## config.mk

```make
export PLATFORM = sky130hd
export DESIGN_NAME = xbar_ingress_batcher
export DESIGN_NICKNAME = d
export VERILOG_FILES = /design/src/rtl/xbar_pkg.sv /design/src/rtl/xbar_lane_fifo.sv /design/src/rtl/xbar_ingress_batcher.sv
export SDC_FILE = /design/constraint.sdc
export NUM_CORES = 1
export LEC_CHECK = 0
export CAP_MARGIN = 20
export CORE_AREA = 2 2 153 155
export CTS_BUF_LIST = sky130_fd_sc_hd__clkbuf_4 sky130_fd_sc_hd__clkbuf_8
export DETAILED_ROUTE_END_ITERATION = 10
export DIE_AREA = 0 0 155 157
export GPL_TIMING_DRIVEN = 0
export HOLD_SLACK_MARGIN = 0.1
export PLACE_DENSITY = 0.77
export SYNTH_ARGS = -nofsm -noshare
export SYNTH_HDL_FRONTEND = slang
export SYNTH_SLANG_ARGS = --single-unit
```

## constraint.sdc

```tcl
create_clock -name clk -period 5.63 [get_ports clk]
set_input_delay 1.126 -clock clk [delete_from_list [all_inputs] [get_ports clk]]
set_output_delay 1.126 -clock clk [all_outputs]
set_load 0.005 [all_outputs]
```

## src/rtl/xbar_pkg.sv

```systemverilog
// Shared types and helpers for the crossbar ingress batcher.
// Latency: none (types and functions only).
// Backpressure: not applicable.
//
// Contents: destination-width helper, default geometry, per-lane request record.
package xbar_pkg;

  // Number of destination bits needed to address num_ports lanes (at least 1).
  function automatic int dst_w_f(input int num_ports);
    return (num_ports > 1) ? $clog2(num_ports) : 1;
  endfunction

  localparam int NUM_PORTS_DEF = 4;
  localparam int DATA_W_DEF    = 16;
  localparam int TAG_W_DEF     = 5;

  // One buffered lane request; the top's DATA_W/TAG_W must match these widths.
  typedef struct packed {
    logic [TAG_W_DEF-1:0]  tag;
    logic [DATA_W_DEF-1:0] data;
  } lane_req_t;

endpackage

```

## src/rtl/xbar_lane_fifo.sv

```systemverilog
// Two-entry synchronous FIFO holding lane requests for one ingress lane.
// Latency: a push at edge t is visible at the head from edge t onward (1 cycle).
// Backpressure: push is ignored when full; no pop-through, caller gates with count.
//
// Ports: clk, rst (sync active-high), push/push_req write side,
//        pop/head read side, count = occupancy 0..2.
module xbar_lane_fifo
  import xbar_pkg::*;
(
  input  logic      clk,
  input  logic      rst,
  input  logic      push,
  input  lane_req_t push_req,
  input  logic      pop,
  output lane_req_t head,
  output logic [1:0] count
);

  lane_req_t  mem_q [2];
  lane_req_t  mem_d [2];
  logic       rd_ptr_q, rd_ptr_d;
  logic       wr_ptr_q, wr_ptr_d;
  logic [1:0] count_q, count_d;
  logic       do_push, do_pop;

  always_comb begin
    do_push  = push && (count_q != 2'd2);
    do_pop   = pop && (count_q != 2'd0);
    mem_d    = mem_q;
    wr_ptr_d = wr_ptr_q;
    rd_ptr_d = rd_ptr_q;
    if (do_push) begin
      mem_d[wr_ptr_q] = push_req;
      wr_ptr_d        = ~wr_ptr_q;
    end
    if (do_pop) begin
      rd_ptr_d = ~rd_ptr_q;
    end
    count_d = count_q + {1'b0, do_push} - {1'b0, do_pop};
  end

  always_ff @(posedge clk) begin
    if (rst) begin
      mem_q    <= '{default: '0};
      rd_ptr_q <= 1'b0;
      wr_ptr_q <= 1'b0;
      count_q  <= 2'd0;
    end else begin
      mem_q    <= mem_d;
      rd_ptr_q <= rd_ptr_d;
      wr_ptr_q <= wr_ptr_d;
      count_q  <= count_d;
    end
  end

  assign head  = mem_q[rd_ptr_q];
  assign count = count_q;

endmodule

```

## src/rtl/xbar_ingress_batcher.sv

```systemverilog
// Ingress batcher: per-lane FIFOs feeding rotating-priority batches whose tags form a full permutation.
// Latency: request pushed at edge t appears on out_* after edge t+1 when uncontended.
// Backpressure: out_valid && !out_ready freezes out_*, pops and rr_ptr; full lanes drop in_ready.
//
// Ports: clk, rst (sync active-high); in_valid/in_ready/in_data/in_tag per lane;
//        out_valid/out_ready batch handshake; out_data/out_tag/out_lane_valid per lane
//        (out_lane_valid=0 marks a filler lane carrying an otherwise unused destination).
module xbar_ingress_batcher
  import xbar_pkg::*;
#(
  parameter int NUM_PORTS = NUM_PORTS_DEF,
  parameter int DATA_W    = DATA_W_DEF,
  parameter int TAG_W     = TAG_W_DEF
) (
  input  logic                              clk,
  input  logic                              rst,
  input  logic [NUM_PORTS-1:0]              in_valid,
  output logic [NUM_PORTS-1:0]              in_ready,
  input  logic [NUM_PORTS-1:0][DATA_W-1:0]  in_data,
  input  logic [NUM_PORTS-1:0][TAG_W-1:0]   in_tag,
  output logic                              out_valid,
  input  logic                              out_ready,
  output logic [NUM_PORTS-1:0][DATA_W-1:0]  out_data,
  output logic [NUM_PORTS-1:0][TAG_W-1:0]   out_tag,
  output logic [NUM_PORTS-1:0]              out_lane_valid
);

  localparam int DST_W = dst_w_f(NUM_PORTS);

  lane_req_t                       head [NUM_PORTS];
  logic [1:0]                      lane_count [NUM_PORTS];
  logic [NUM_PORTS-1:0]            lane_empty;
  logic [NUM_PORTS-1:0]            pop;

  logic [DST_W-1:0]                rr_ptr_q, rr_ptr_d;
  logic                            out_valid_q, out_valid_d;
  logic [NUM_PORTS-1:0][DATA_W-1:0] out_data_q, out_data_d;
  logic [NUM_PORTS-1:0][TAG_W-1:0]  out_tag_q, out_tag_d;
  logic [NUM_PORTS-1:0]            out_lane_valid_q, out_lane_valid_d;

  // Combinational selection / filler working variables.
  logic [NUM_PORTS-1:0]            sel;
  logic [NUM_PORTS-1:0]            claimed;
  logic [NUM_PORTS-1:0]            used;
  logic [DST_W-1:0]                lane_idx;
  logic [DST_W-1:0]                dst;
  logic                            found;
  logic                            issue_en;
  logic                            do_issue;
  logic [NUM_PORTS-1:0][DATA_W-1:0] batch_data;
  logic [NUM_PORTS-1:0][TAG_W-1:0]  batch_tag;
  logic [NUM_PORTS-1:0]            batch_lv;

  for (genvar i = 0; i < NUM_PORTS; i++) begin : g_lane
    lane_req_t push_req;
    logic      push;

    assign push_req    = {in_tag[i], in_data[i]};
    // A full lane refuses even if it pops this cycle (no pop-through).
    assign in_ready[i] = !rst && (lane_count[i] != 2'd2);
    assign push        = in_valid[i] && in_ready[i];
    assign lane_empty[i] = (lane_count[i] == 2'd0);

    xbar_lane_fifo u_fifo (
      .clk      (clk),
      .rst      (rst),
      .push     (push),
      .push_req (push_req),
      .pop      (pop[i]),
      .head     (head[i]),
      .count    (lane_count[i])
    );
  end

  always_comb begin
    sel        = '0;
    claimed    = '0;
    used       = '0;
    lane_idx   = '0;
    dst        = '0;
    found      = 1'b0;
    batch_data = '0;
    batch_tag  = '0;
    batch_lv   = '0;

    // Rotating-priority scan: the first lane (from rr_ptr) to present a
    // destination claims it; later heads wanting the same destination wait.
    for (int k = 0; k < NUM_PORTS; k++) begin
      lane_idx = rr_ptr_q + DST_W'(k);
      dst      = head[lane_idx].tag[DST_W-1:0];
      if (!lane_empty[lane_idx] && !claimed[dst]) begin
        sel[lane_idx] = 1'b1;
        claimed[dst]  = 1'b1;
      end
    end

    // Unselected lanes take the leftover destinations in ascending order so
    // the batch is always a complete permutation for the network.
    used = claimed;
    for (int l = 0; l < NUM_PORTS; l++) begin
      if (sel[l]) begin
        batch_data[l] = head[l].data;
        batch_tag[l]  = head[l].tag;
        batch_lv[l]   = 1'b1;
      end else begin
        found = 1'b0;
        for (int d = 0; d < NUM_PORTS; d++) begin
          if (!found && !used[d]) begin
            batch_tag[l] = TAG_W'(d);
            used[d]      = 1'b1;
            found        = 1'b1;
          end
        end
      end
    end

    issue_en = !out_valid_q || out_ready;
    do_issue = issue_en && (|sel);
    pop      = do_issue ? sel : '0;

    // With nothing to issue the register empties but keeps its old contents.
    out_valid_d      = issue_en ? (|sel) : out_valid_q;
    out_data_d       = do_issue ? batch_data : out_data_q;
    out_tag_d        = do_issue ? batch_tag  : out_tag_q;
    out_lane_valid_d = do_issue ? batch_lv   : out_lane_valid_q;
    rr_ptr_d         = do_issue ? (rr_ptr_q + DST_W'(1)) : rr_ptr_q;
  end

  always_ff @(posedge clk) begin
    if (rst) begin
      rr_ptr_q         <= '0;
      out_valid_q      <= 1'b0;
      out_data_q       <= '0;
      out_tag_q        <= '0;
      out_lane_valid_q <= '0;
    end else begin
      rr_ptr_q         <= rr_ptr_d;
      out_valid_q      <= out_valid_d;
      out_data_q       <= out_data_d;
      out_tag_q        <= out_tag_d;
      out_lane_valid_q <= out_lane_valid_d;
    end
  end

  assign out_valid      = out_valid_q;
  assign out_data       = out_data_q;
  assign out_tag        = out_tag_q;
  assign out_lane_valid = out_lane_valid_q;

endmodule

```

==> run_results.csv <==
group,metric,value,unit
outcome,status,"finished, final reports clean",
floorplan,placeableCoreArea,0.0225,mm^2
final_layout,area_delta_synth_final,25.2,%
sta,timing.final.crit_share,91.2,%
yosys,synthFlopType,"sky130_fd_sc_hd__dfxtp_1",
yosys,syn_area,0.0123,mm^2
clock_network,cts_max_level,2,
grt,grt_first_pass_wirelength,57600,um
floorplan,effective_utilization_at_floorplan,54.7,%
clock_network,cts_resized,0,
final_layout,drive_gt1_share,7.97,%
placed_design,placedInstanceArea,0.0145,mm^2
placed_design,gp_congestion,0.953,
floorplan,die_y,157,um
sta,setup_tns,0,ps
drt,top_signal_layer_used,"met4",
critical_path,worstRegToRegCells,16,
final_layout,finalInstanceArea,0.0154,mm^2
drt,routed-wl-met3,2290,um
yosys,ys.warnings.count,0,
final_layout,fillers,1923,
sta,worst_tran_pin_value,860,ps
critical_path,worst-endpoint-arrival,5540,ps
clock_network,tritoncts,"built",
flow_run,maxCapViolations,0,
drt,routedLengthMet1,15700,um
clock_network,clock_insertion_delay_worst_skew,560,ps
worst_hold_path,hp-start,"g_lane[3].u_fifo.mem_q[10]$_SDFFE_PP0P_",
clock_network,cts_post_setup_buffers_inserted,0,
drt,post_drt_via_cell_ratio,5.72,
critical_path,required,6040,ps
power,internal_power,0.00464,W
worst_hold_path,holdPathStages,2,
final_layout,storage_element_area,0.00551,mm^2
power,power-per-cell-area,536,mW/mm^2
worst_hold_path,hold-path-endpoint,"g_lane[3].u_fifo.mem_q[10]$_SDFFE_PP0P_",
floorplan,design.portCount,184,
grt,maximum_number_of_pins_on_one_net_before_global_route_repair,12,
floorplan,row_count,55,
clock_network,clk_pin_slew_worst_paths,70,ps
yosys,syn_nets,1628,
yosys,synth_adder_area_share,1.61,%
critical_path,critPathLaunchType,"register",
yosys,synth_simple_gate_area_share,21.7,%
power,combinational_group_share_of_total_power,50.7,%
drt,avgRoutedWirePerCell,17.6,um
final_layout,design.final.nets,1857,
sta,rsz0062_at_grt,"false",
sta,max_freq,0.195,GHz
yosys,synth.distinct_cells,72,
sta,final_hold_viol_count,0,
power,p_seq_share,27.5,%
critical_path,peak_fanout_along_the_critical_path,10,
sta,timing.final.max_slew_violations,0,
placed_design,detailedPlacementHpwl,25800,um
critical_path,worst_setup_path_end_kind,"register",
clock_network,cts_inserted_buffers,45,
drt,vias_after_detailed_routing,11800,
critical_path,reg2reg_from,"rr_ptr_q[0]$_SDFFE_PP0N_",
drt,postRouteAntennaNets,0,
critical_path,reg2reg_to,"out_valid$_SDFFE_PP0P_",
yosys,yosys-mux-area-fraction,9.85,%
power,clkPwrFrac,21.8,%
drt,routed-wl-met2,17300,um
clock_network,cts.path.max_buffers,3,
sta,hold-worst-slack,452,ps
drt,route.final.wire_length,36400,um
placed_design,placement.io_buffers,182,
sta,setup_viol,0,
yosys,postSynthCellCount,1522,
floorplan,dieWidth,155,um
grt,via_count_of_the_first_global_routing_pass,11300,
grt,grt_overflow_total,0,
yosys,post_synth_xor_area_fraction,1.42,%
critical_path,setup.worst_path.class,"reg -> reg",
worst_hold_path,hp-class,"reg -> reg",
yosys,ys_seq_area_share,44.7,%
drt,initialDrtViolationCount,811,
power,netSwitchingFraction,43.8,%
yosys,synth_async_sr_flop_share,0,%
power,vdd_ir_drop_max,390,uV
drt,drc,0,
final_layout,multi_input_comb_area,0.00625,mm^2
drt,first_pass_iters,6,
sta,maxSlewHeadroom,42.6,%
floorplan,design.die.area,0.0243,mm^2
yosys,syn-mean-instance-area,8.08,um^2
final_layout,number_of_antenna_cells_inserted,0,
yosys,synth_top_family_by_area,"simple AND/OR/NAND/NOR gates",
yosys,number_of_enable_type_register_cells_in_the_synthesized_netlist,0,
yosys,synth-seq-cells,275,
power,power.net_switching,0.00362,W
grt,grt.total_usage,29.4,%
critical_path,reg2reg_setup_slack,500,ps
clock_network,clk_root_buffer_cell,"sky130_fd_sc_hd__clkbuf_8",
power,power.leakage,5.35,nW
sta,max_clock_skew,23.1,ps
yosys,synth-compound-area-share,16.2,%
clock_network,tritoncts_num_sinks,275,
grt,antenna_violations_before_repair,0,
clock_network,postCtsHoldBufs,0,
sta,finalCriticalPeriod,5130,ps
[critical path, stage by stage (launching register included)]
cell and delay, ps:
sky130_fd_sc_hd__dfxtp_1 520, sky130_fd_sc_hd__inv_2 190, sky130_fd_sc_hd__ha_1 380, sky130_fd_sc_hd__buf_2 260, sky130_fd_sc_hd__nor2_1 80, sky130_fd_sc_hd__a22oi_1 480
sky130_fd_sc_hd__and3b_1 290, sky130_fd_sc_hd__a22oi_1 140, sky130_fd_sc_hd__a211o_1 380, sky130_fd_sc_hd__a221o_1 430, sky130_fd_sc_hd__nor2_1 190, sky130_fd_sc_hd__buf_2 250
sky130_fd_sc_hd__buf_4 230, sky130_fd_sc_hd__clkbuf_1 500, sky130_fd_sc_hd__nand4_1 340, sky130_fd_sc_hd__nor2_1 240, sky130_fd_sc_hd__nor2_1 60
[cell families (layout without fill, tap and decap cells)]
logic type | Yosys count | after routing
DFF | 275 | 275
buffers and inverters | 134 | 393
and+or+nand+nor | 627 | 627
xor gates and xnor gates | 20 | 20
muxes | 106 | 106
adders and majority gates | 16 | 16
AOI/OAI and AO/OA | 344 | 344
[area by class of cell]
cell class / count / share of cell area, %
plain buffers: 114 / 3.06
clock buffers: 72 / 5.62
clock inverters: 5 / 0.349
inverters: 20 / 0.487
multi-input cells: 1113 / 40.6
flip-flops and latches: 275 / 35.7
well taps: 285 / 2.32
repair buffers: 182 / 11.8
[metal layers]
metal  up-vias  GRT usage, %
met3        93          4.27
met5         -             0
met1      5602          38.1
li1       5669             -
met2       447          49.9
met4         0          10.8
[metrics by stage]
| step | cells | worst slack, ps | total power (W) | utilization (%) |
|---|---|---|---|---|
| after CTS | 2066 | 656 | 0.00820 | 68.4 |
| after detailed placement | 1989 | 684 | 0.00640 | 64.4 |
| final | 2066 | 498 | 0.00826 | 68.4 |
| after global placement | 1989 | 698 | 0.00636 | 64.4 |
| after floorplan | 1522 | 1420 | 0.00509 | - |
| after global routing | 2066 | 252 | 0.00870 | 68.4 |
[state kept, by name (all words and copies together) (netlist names)]
signal / flops
g_lane.u_fifo.rd_ptr_q: 4
g_lane.u_fifo.count: 8
out_tag: 20
out_valid: 1
g_lane.u_fifo.mem_q: 168
out_data: 64
out_lane_valid: 4
rr_ptr_q: 2
g_lane.u_fifo.wr_ptr_q: 4
[worst max-delay path by stage]
stage	from	end	slack (ps)	cells past startpoint
global placement	rr_ptr_q[0]$_SDFFE_PP0N_	out_valid$_SDFFE_PP0P_	700	16
finish	rr_ptr_q[0]$_SDFFE_PP0N_	out_valid$_SDFFE_PP0P_	500	16
CTS	rr_ptr_q[0]$_SDFFE_PP0N_	g_lane[0].u_fifo.count[1]$_SDFF_PP0_	660	19
global route	rr_ptr_q[1]$_SDFFE_PP0N_	g_lane[0].u_fifo.count[1]$_SDFF_PP0_	250	19
floorplan	rr_ptr_q[0]$_SDFFE_PP0N_	g_lane[0].u_fifo.count[1]$_SDFF_PP0_	1420	18
detailed placement	rr_ptr_q[1]$_SDFFE_PP0N_	g_lane[0].u_fifo.count[1]$_SDFF_PP0_	680	19
[Yosys cell counts, types with 6 or more instances]
cell                       count  area [um^2]
sky130_fd_sc_hd__a21oi_1     264         1320
sky130_fd_sc_hd__mux4_2       11          248
sky130_fd_sc_hd__inv_1        19         71.3
sky130_fd_sc_hd__ha_1         15          188
sky130_fd_sc_hd__a211oi_1     11         82.6
sky130_fd_sc_hd__dfxtp_1     275         5510
sky130_fd_sc_hd__nor3_1       87          435
sky130_fd_sc_hd__xnor2_1      15          131
sky130_fd_sc_hd__mux2_2        6         67.6
sky130_fd_sc_hd__buf_2        20          100
sky130_fd_sc_hd__mux2i_1      86          861
sky130_fd_sc_hd__nor2b_1       7         43.8
sky130_fd_sc_hd__a221o_1       6         60.1
sky130_fd_sc_hd__o21ai_0       7         35.0
sky130_fd_sc_hd__nand2b_1      9         56.3
sky130_fd_sc_hd__nor2_1      117          439
sky130_fd_sc_hd__nand2_1     366         1370
sky130_fd_sc_hd__nand3_1       6         30.0
sky130_fd_sc_hd__clkbuf_1     89          334
[cells in the final DEF, fill, tap and decap left out, drive strengths merged, types with 3 or more instances in the layout]
master         count
nand2            366
dfxtp            275
a21oi            264
clkdlybuf4s50    182
clkbuf           161
nor2             117
nor3              88
mux2i             87
buf               25
inv               21
xnor2             15
ha                15
a211oi            13
mux4              11
nand2b             9
o21ai              9
mux2               8
nor2b              7
a221o              6
nand3              6
or2                6
nand4              5
xor2               5
and3               5
o211ai             5
a22oi              4
o221ai             4
a211o              4
and2               4
a221oi             3
a31oi              3
a311oi             3
clkinv             3
nand3b             3
nor4               3
or4                3
[power by group through the flow]
stage	sequential, W	clock [W]	combinational (W)
after floorplan	0.00229	0	0.00280
after global placement	0.00230	0	0.00406
after detailed placement	0.00231	0	0.00409
after CTS	0.00227	0.00181	0.00412
after global routing	0.00229	0.00188	0.00452
final	0.00227	0.00180	0.00419
Power figures use the tool's default switching activity.
